**config.mk**
```make
export PLATFORM = sky130hd
export DESIGN_NAME = synth_frame_decoder
export DESIGN_NICKNAME = d
export VERILOG_FILES = /design/src/rtl/synth_frame_decoder.sv
export SDC_FILE = /design/constraint.sdc
export NUM_CORES = 1
export LEC_CHECK = 0
export ABC_AREA = 0
export CORE_MARGIN = 10
export CORE_UTILIZATION = 56
export CTS_CLUSTER_SIZE = 8
export DETAILED_ROUTE_END_ITERATION = 10
export PLACE_DENSITY_LB_ADDON = 0.3
export SYNTH_ARGS = -nofsm -noshare
export SYNTH_HDL_FRONTEND = slang
export SYNTH_SLANG_ARGS = --single-unit
```
**constraint.sdc**
```tcl
create_clock -name clk -period 3.69 [get_ports clk]
set_input_delay 0.5535 -clock clk [delete_from_list [all_inputs] [get_ports clk]]
set_output_delay 0.5535 -clock clk [all_outputs]
set_load 0.01 [all_outputs]
```
**src/rtl/synth_frame_decoder.sv**
```systemverilog
// Serial receiver for the packed synthesis-test output frame.
// Shifts in a 31-bit frame MSB first, majority-decodes the replicated i1
// copies, recovers i2, checks the constant fields and keeps frame/error counts.
module synth_frame_decoder #(
    parameter int unsigned FRAME_W = 31,
    parameter int unsigned CNT_W   = 8
) (
    input  logic             clk,
    input  logic             reset,
    input  logic             sdi,
    input  logic             sdi_valid,
    input  logic             sof,
    output logic             out_valid,
    output logic [1:0]       dec_i1,
    output logic             dec_i2,
    output logic             err_vote,
    output logic             err_const,
    output logic             frame_abort,
    output logic [CNT_W-1:0] frame_cnt,
    output logic [CNT_W-1:0] err_cnt
);

    typedef enum logic [0:0] {StIdle, StShift} state_t;

    // Count value holding the 30th accepted bit; the next accepted bit completes the frame.
    localparam logic [4:0] LastCnt = 5'(FRAME_W - 1);

    state_t             state_q, state_d;
    logic [4:0]         cnt_q, cnt_d;
    logic [FRAME_W-1:0] shreg_q, shreg_d;

    // Frame as it stands once the current bit is appended; only meaningful on completion.
    logic [FRAME_W-1:0] frame;
    logic               done;
    logic               abort;

    logic [8:0]         hi_copies;
    logic [2:0]         lo_copies;
    logic [3:0]         hi_ones;
    logic               vote_hi;
    logic               vote_lo;
    logic               vote_err;
    logic               const_err;

    assign frame = {shreg_q[FRAME_W-2:0], sdi};

    // Next-state logic: frame acceptance, stalls, restarts and completion.
    always_comb begin
        state_d = state_q;
        cnt_d   = cnt_q;
        shreg_d = shreg_q;
        done    = 1'b0;
        abort   = 1'b0;
        if (sdi_valid) begin
            unique case (state_q)
                StIdle: begin
                    if (sof) begin
                        shreg_d = {{(FRAME_W-1){1'b0}}, sdi};
                        cnt_d   = 5'd1;
                        state_d = StShift;
                    end
                end
                StShift: begin
                    if (sof) begin
                        // New sof mid-frame: drop the partial frame and restart on this bit.
                        abort   = 1'b1;
                        shreg_d = {{(FRAME_W-1){1'b0}}, sdi};
                        cnt_d   = 5'd1;
                    end else if (cnt_q == LastCnt) begin
                        done    = 1'b1;
                        shreg_d = '0;
                        cnt_d   = '0;
                        state_d = StIdle;
                    end else begin
                        shreg_d = frame;
                        cnt_d   = cnt_q + 5'd1;
                    end
                end
                default: state_d = StIdle;
            endcase
        end
    end

    // Field decode of the completed frame: i1 replicas, i2 and constant checks.
    always_comb begin
        // i1[1] lives in o1[11:5], o1[4], o1[2]; i1[0] in o1[3], o1[1], o1[0].
        hi_copies = {frame[30:24], frame[23], frame[21]};
        lo_copies = {frame[22], frame[20], frame[19]};
        hi_ones   = 4'($countones(hi_copies));
        vote_hi   = (hi_ones >= 4'd5);
        vote_lo   = (lo_copies[2] & lo_copies[1]) | (lo_copies[2] & lo_copies[0])
                  | (lo_copies[1] & lo_copies[0]);
        vote_err  = ~((&hi_copies) | ~(|hi_copies)) | ~((&lo_copies) | ~(|lo_copies));
        // o2[1], o3 and o4 must be zero; o5 must be one.
        const_err = frame[18] | frame[16] | (|frame[15:1]) | ~frame[0];
    end

    // FSM state, bit counter and shift register.
    always_ff @(posedge clk or posedge reset) begin
        if (reset) begin
            state_q <= StIdle;
            cnt_q   <= '0;
            shreg_q <= '0;
        end else begin
            state_q <= state_d;
            cnt_q   <= cnt_d;
            shreg_q <= shreg_d;
        end
    end

    // Registered results, pulses and statistics.
    always_ff @(posedge clk or posedge reset) begin
        if (reset) begin
            out_valid   <= 1'b0;
            frame_abort <= 1'b0;
            dec_i1      <= 2'b00;
            dec_i2      <= 1'b0;
            err_vote    <= 1'b0;
            err_const   <= 1'b0;
            frame_cnt   <= '0;
            err_cnt     <= '0;
        end else begin
            out_valid   <= done;
            frame_abort <= abort;
            if (done) begin
                dec_i1    <= {vote_hi, vote_lo};
                dec_i2    <= frame[17];
                err_vote  <= vote_err;
                err_const <= const_err;
                frame_cnt <= frame_cnt + CNT_W'(1);
                if ((vote_err | const_err) && (err_cnt != {CNT_W{1'b1}})) begin
                    err_cnt <= err_cnt + CNT_W'(1);
                end
            end
        end
    end

endmodule

```
# Yosys cells after proc, flatten, opt, wreduce, memory -nomap -nowiden

Index checks and enable logic that the tools add are counted.

Add/sub/neg operators: 11
$mul: 0
Div/mod/pow operators: 0
Magnitude comparators: 1
Equal/unequal tests: 3
Shift-type cells: 0
Muxes and demuxes: 18
Bitwise gates (word level): 18
Reduce and logical (&&, ||, !) cells: 8

Operators with widths:

| operator              | count |
|---|---|
| $mux W30              | 3 |
| $pmux W30 S2          | 1 |
| $add A8 B1 Y8 const B | 2 |
| $mux W5               | 3 |
| $reduce_or A15 Y1     | 1 |
| $pmux W5 S2           | 1 |
| $mux W1               | 9 |
| $or A1 B1 Y1          | 9 |
| $reduce_and A9 Y1     | 1 |
| $reduce_or A9 Y1      | 1 |
| $add A1 B1 Y2         | 4 |
| $ne A8 B8 Y1 const B  | 1 |
| $add A2 B2 Y3         | 2 |
| $not A1 Y1            | 6 |
| $add A5 B1 Y5 const B | 1 |
| $eq A5 B5 Y1 const B  | 1 |
| $add A3 B3 Y4         | 1 |
| $add A4 B1 Y4         | 1 |
| $ge A4 B3 Y1 const B  | 1 |
| $reduce_and A2 Y1     | 2 |
| $and A1 B1 Y1         | 3 |
| $reduce_and A3 Y1     | 1 |
| $reduce_or A3 Y1      | 1 |
| $ne A2 B2 Y1 const B  | 1 |
| other kinds (2)       | 2 |

Register bits: 59
Bits in latches: 0
Bits in writable memories: 0
ROM bits: 0
Memories kept: 0

# Longest topological paths before layout

Depth in word-level cells: 8
Depth in mapped cells: 12

# Least setup slack after synthesis

Ideal clock, no wire load.

Path kind: reg2reg
Start: register shreg_q[20]
End: register dec_i1[1]
Library setup time: 126 ps
Arrival: 3,258 ps
Data required time: 3,564 ps
Setup slack: 307 ps
Cell stages (with the launch flop): 13
Path buffers: 0
Clock period less this slack: 3,383 ps
Cell sequence: dfrtp_1 > inv_1 > fa_1 > fa_1 > fa_1 > inv_1 > fa_1 > inv_1 > fa_1 > nand2b_1 > a221o_1 > a221oi_1 > nor2_1

Word-level cells in the longest chain between the ends: 5

RTL lines:

| element                             | RTL line | source |
|---|---|---|
| start, declared                     | 30       | `logic [FRAME_W-1:0] shreg_q, shreg_d;` |
| start signal, assigned              | 107      | `shreg_q <= shreg_d;` |
| $add A1 B1 Y2 (implied by the code) | 89       | `hi_ones = 4'($countones(hi_copies));` |
| $add A2 B2 Y3 (implied by the code) | 89       |  |
| $add A3 B3 Y4 (implied by the code) | 89       |  |
| $add A4 B1 Y4 (implied by the code) | 89       |  |
| $ge A4 B3 Y1                        | 90       | `vote_hi = (hi_ones >= 4'd5);` |
| end signal, assigned                | 126      | `dec_i1 <= {vote_hi, vote_lo};` |
| end, declared                       | 14       | `output logic [1:0] dec_i1,` |

Every way passes these cells.
A chain may end at the register's enable or synchronous reset.

# Worst setup path after layout

Same ends and word-level chain as after synthesis.

==> metrics.txt <==
leading cell types in the layout, fill and taps excluded 59 x dfrtp_1, 29 x nand2_1, 27 x clkdlybuf4s50_1, 23 x a22o_1; net count after synthesis 260; average cell area after synthesis 11.2 um2; I/O pin count 28; pin count of the biggest net entering global routing 60; clock tree from TritonCTS yes; sum of internal, switching and leakage power 1.23 mW; Die Span X 89.6 um; Unique masters post-synth 39; DP HPWL 3.50 mm; post-placement setup slack 0.139 ns; cells on worst reg2reg path 12; layout overhead on the synthesized area 19.5%; CTS hold repair buffers 0; Filler Cells Inserted 362; Leak Pwr 1.55 nW; post-DR wirelength/cell 14.8 um; met1 usage in global routing 0.180; worst min path class reg2reg; area of the core region 4720 um2; FP Rows 25; Tightest Pin Transition 0.707 ns; highest attainable clock frequency 0.281 GHz; cell area after synthesis 2710 um2; worst-path maximum fanout 3; vias in the first global route 1834; cell chosen for the clock root clkbuf_8; effective utilization at floorplan 0.574; count of flip-flops with a built-in enable after synthesis 0; die extent in y 89.6 um; Worst setup SP type register; gr ovfl total 0; layer carrying the most global-route usage met2; overall via count from detail_route 1915; final-stage net count 293; result of the run complete, no violations; count of input and output buffers 27; DRT iter0 DRCs 143; Worst Setup Slack, final 0.134 ns; drt first pass iters 5; synthesis-stage register bit count 59; floorplan die area 8020 um2; number of max-cap violations 0; number of sinks driven by the clock tree 59; Via-to-Cell Ratio 5.53; clock input transition at the sequential cells of the worst setup and hold paths 0.07 ns; Antenna Diode Count 0; Setup-failing EPs final 0; kind of end point of the critical path register; power density over the cells 379 nW/um2; worst vdd ir 0.279 mV; H-Tree Level Count 3; Clock Latency Late Sink 0.34 ns; number of CTS-inserted buffers 9; met2 usage 0.202; Routed Antenna Nets 0; post-layout min period 3.56 ns; worst endpoint data arrival time 3.78 ns; weighted congestion at the end of routability-driven global placement 0.849; count of synthesis-stage warnings from yosys 0; share of flip-flops with an asynchronous set or reset 1.00; initial antenna violation count 0; setup repair after global routing missed its margin false; worst hold path depth 1; Cells after Synth 242; fraction of the cycle the final worst path needs 0.964; global-route wire length before repair 8.67 mm; data required time of the critical path 3.91 ns; final wirelength 5.12 mm; Fin Clk Skew 0.00710 ns; met3 track demand over resource 0.0433; overall track demand over capacity in global routing 0.141; post-detailed-route DRC marker count 0; total negative slack for setup checks 0 ns; maximum buffer depth of the clock tree 2; relative slew slack 0.529; leading cell type in the layout, fill and taps excluded dfrtp_1; fraction of final layout cells sized beyond drive strength 1 0.111; predominant post-synthesis flop cell dfrtp_1; hold violation total from the final report 0; category of the most critical setup path reg2reg; sequential element share of the synthesized area 0.545; max-slew violation count 0
-- report_power, final --
part / internal [mW] / switching [mW] / leakage [nW]
clock network: 0.255 / 0.240 / 0.0860
registers: 0.657 / 0.0118 / 0.811
logic: 0.0217 / 0.0428 / 0.651
-- layout make-up --
class | count | area [um2] | area share
Clock buffer | 12 | 145 | 0.0448
Clock inverter | 3 | 15.0 | 0.00463
Inverter | 18 | 67.6 | 0.0208
Multi-Input combinational cell | 155 | 1140 | 0.353
Sequential cell | 59 | 1480 | 0.456
Tap cell | 67 | 83.8 | 0.0259
Timing Repair Buffer | 32 | 308 | 0.0950
-- kinds of logic (layout without fill, tap and decap cells) --
group	count (synthesis)	in the layout	share of synthesized area
buffers and inverters	28	65	0.0397
AO/OA/AOI/OAI	51	51	0.145
AND/OR/NAND/NOR	76	76	0.146
XOR/XNOR	14	14	0.0452
flip-flops	59	59	0.545
adder cells (fa/ha/maj)	13	13	0.0738
multiplexers	1	1	0.00554
-- state kept, by name, summed over array words and instances (netlist names) --
| register | cells |
|---|---|
| cnt_q | 5 |
| err_cnt | 8 |
| err_vote | 1 |
| shreg_q | 30 |
| dec_i2 | 1 |
| dec_i1 | 2 |
| out_valid | 1 |
| state_q | 1 |
| frame_cnt | 8 |
| err_const | 1 |
| frame_abort | 1 |
-- cell usage after synthesis (2+ instances only) --
| library cell | instances | share of area |
|---|---|---|
| nor3b_1 | 2 | 0.0055 |
| and3_1 | 2 | 0.0046 |
| nor4b_1 | 2 | 0.0065 |
| nand4_1 | 10 | 0.023 |
| buf_2 | 2 | 0.0037 |
| o21ai_0 | 15 | 0.028 |
| nor4_1 | 6 | 0.014 |
| nor3_1 | 3 | 0.0055 |
| nand2_1 | 29 | 0.040 |
| xor2_1 | 9 | 0.029 |
| a22o_1 | 23 | 0.074 |
| clkbuf_1 | 8 | 0.011 |
| fa_1 | 5 | 0.037 |
| nand3_1 | 3 | 0.0055 |
| dfrtp_1 | 59 | 0.54 |
| xnor2_1 | 5 | 0.016 |
| inv_1 | 17 | 0.024 |
| a31oi_1 | 2 | 0.0046 |
| ha_1 | 8 | 0.037 |
| o21ai_1 | 2 | 0.0037 |
| nor2_1 | 12 | 0.017 |
-- layer usage --
layer  routed length (um)  up-vias
met5                    0        -
met4                  119        0
met3                  274       11
met2                 2310       32
met1                 2420      942
li1                     -      930
-- path summary, 6_finish.rpt --
check | start | to | slack [ns]
setup / recovery | shreg_q[20]$_DFFE_PP0P_ | dec_i1[1]$_DFFE_PP0P_ | 0.13
hold / removal | frame_cnt[7]$_DFFE_PP0P_ | frame_cnt[7]$_DFFE_PP0P_ | 0.46
setup reg to reg | shreg_q[20]$_DFFE_PP0P_ | dec_i1[1]$_DFFE_PP0P_ | 0.13
hold reg to reg | frame_cnt[7]$_DFFE_PP0P_ | frame_cnt[7]$_DFFE_PP0P_ | 0.46
max in group asynchronous | reset | shreg_q[28]$_DFFE_PP0P_ | 2.47
min in group asynchronous | reset | frame_cnt[7]$_DFFE_PP0P_ | 0.73
-- critical path, cell delays in order (launching register included) --
cell and delay (ns):
dfrtp_1 0.38, inv_1 0.10, fa_1 0.56, fa_1 0.43
fa_1 0.44, inv_1 0.08, fa_2 0.20, inv_1 0.05
fa_1 0.48, nand2b_1 0.09, a221o_1 0.32, a221oi_2 0.26
nor2_1 0.06
-- per-stage QoR --
stage          area, um2  hold WS (ns)  cells  utilization
6_report            3240         0.463    346        0.686
3_5_place_dp        3060         0.459    329        0.647
3_3_place_gp        3060         0.457    329        0.647
2_1_floorplan       2710         0.443    242            -
5_1_grt             3240         0.502    346        0.686
4_1_cts             3220         0.469    344        0.681
-- repair_timing --
item	CTS	global route
resized for setup	0	3
buffers inserted	0	2
hold endpoints to repair	0	0
setup endpoints to repair	0	1
Note: power is estimated with default switching activity, not from simulation.
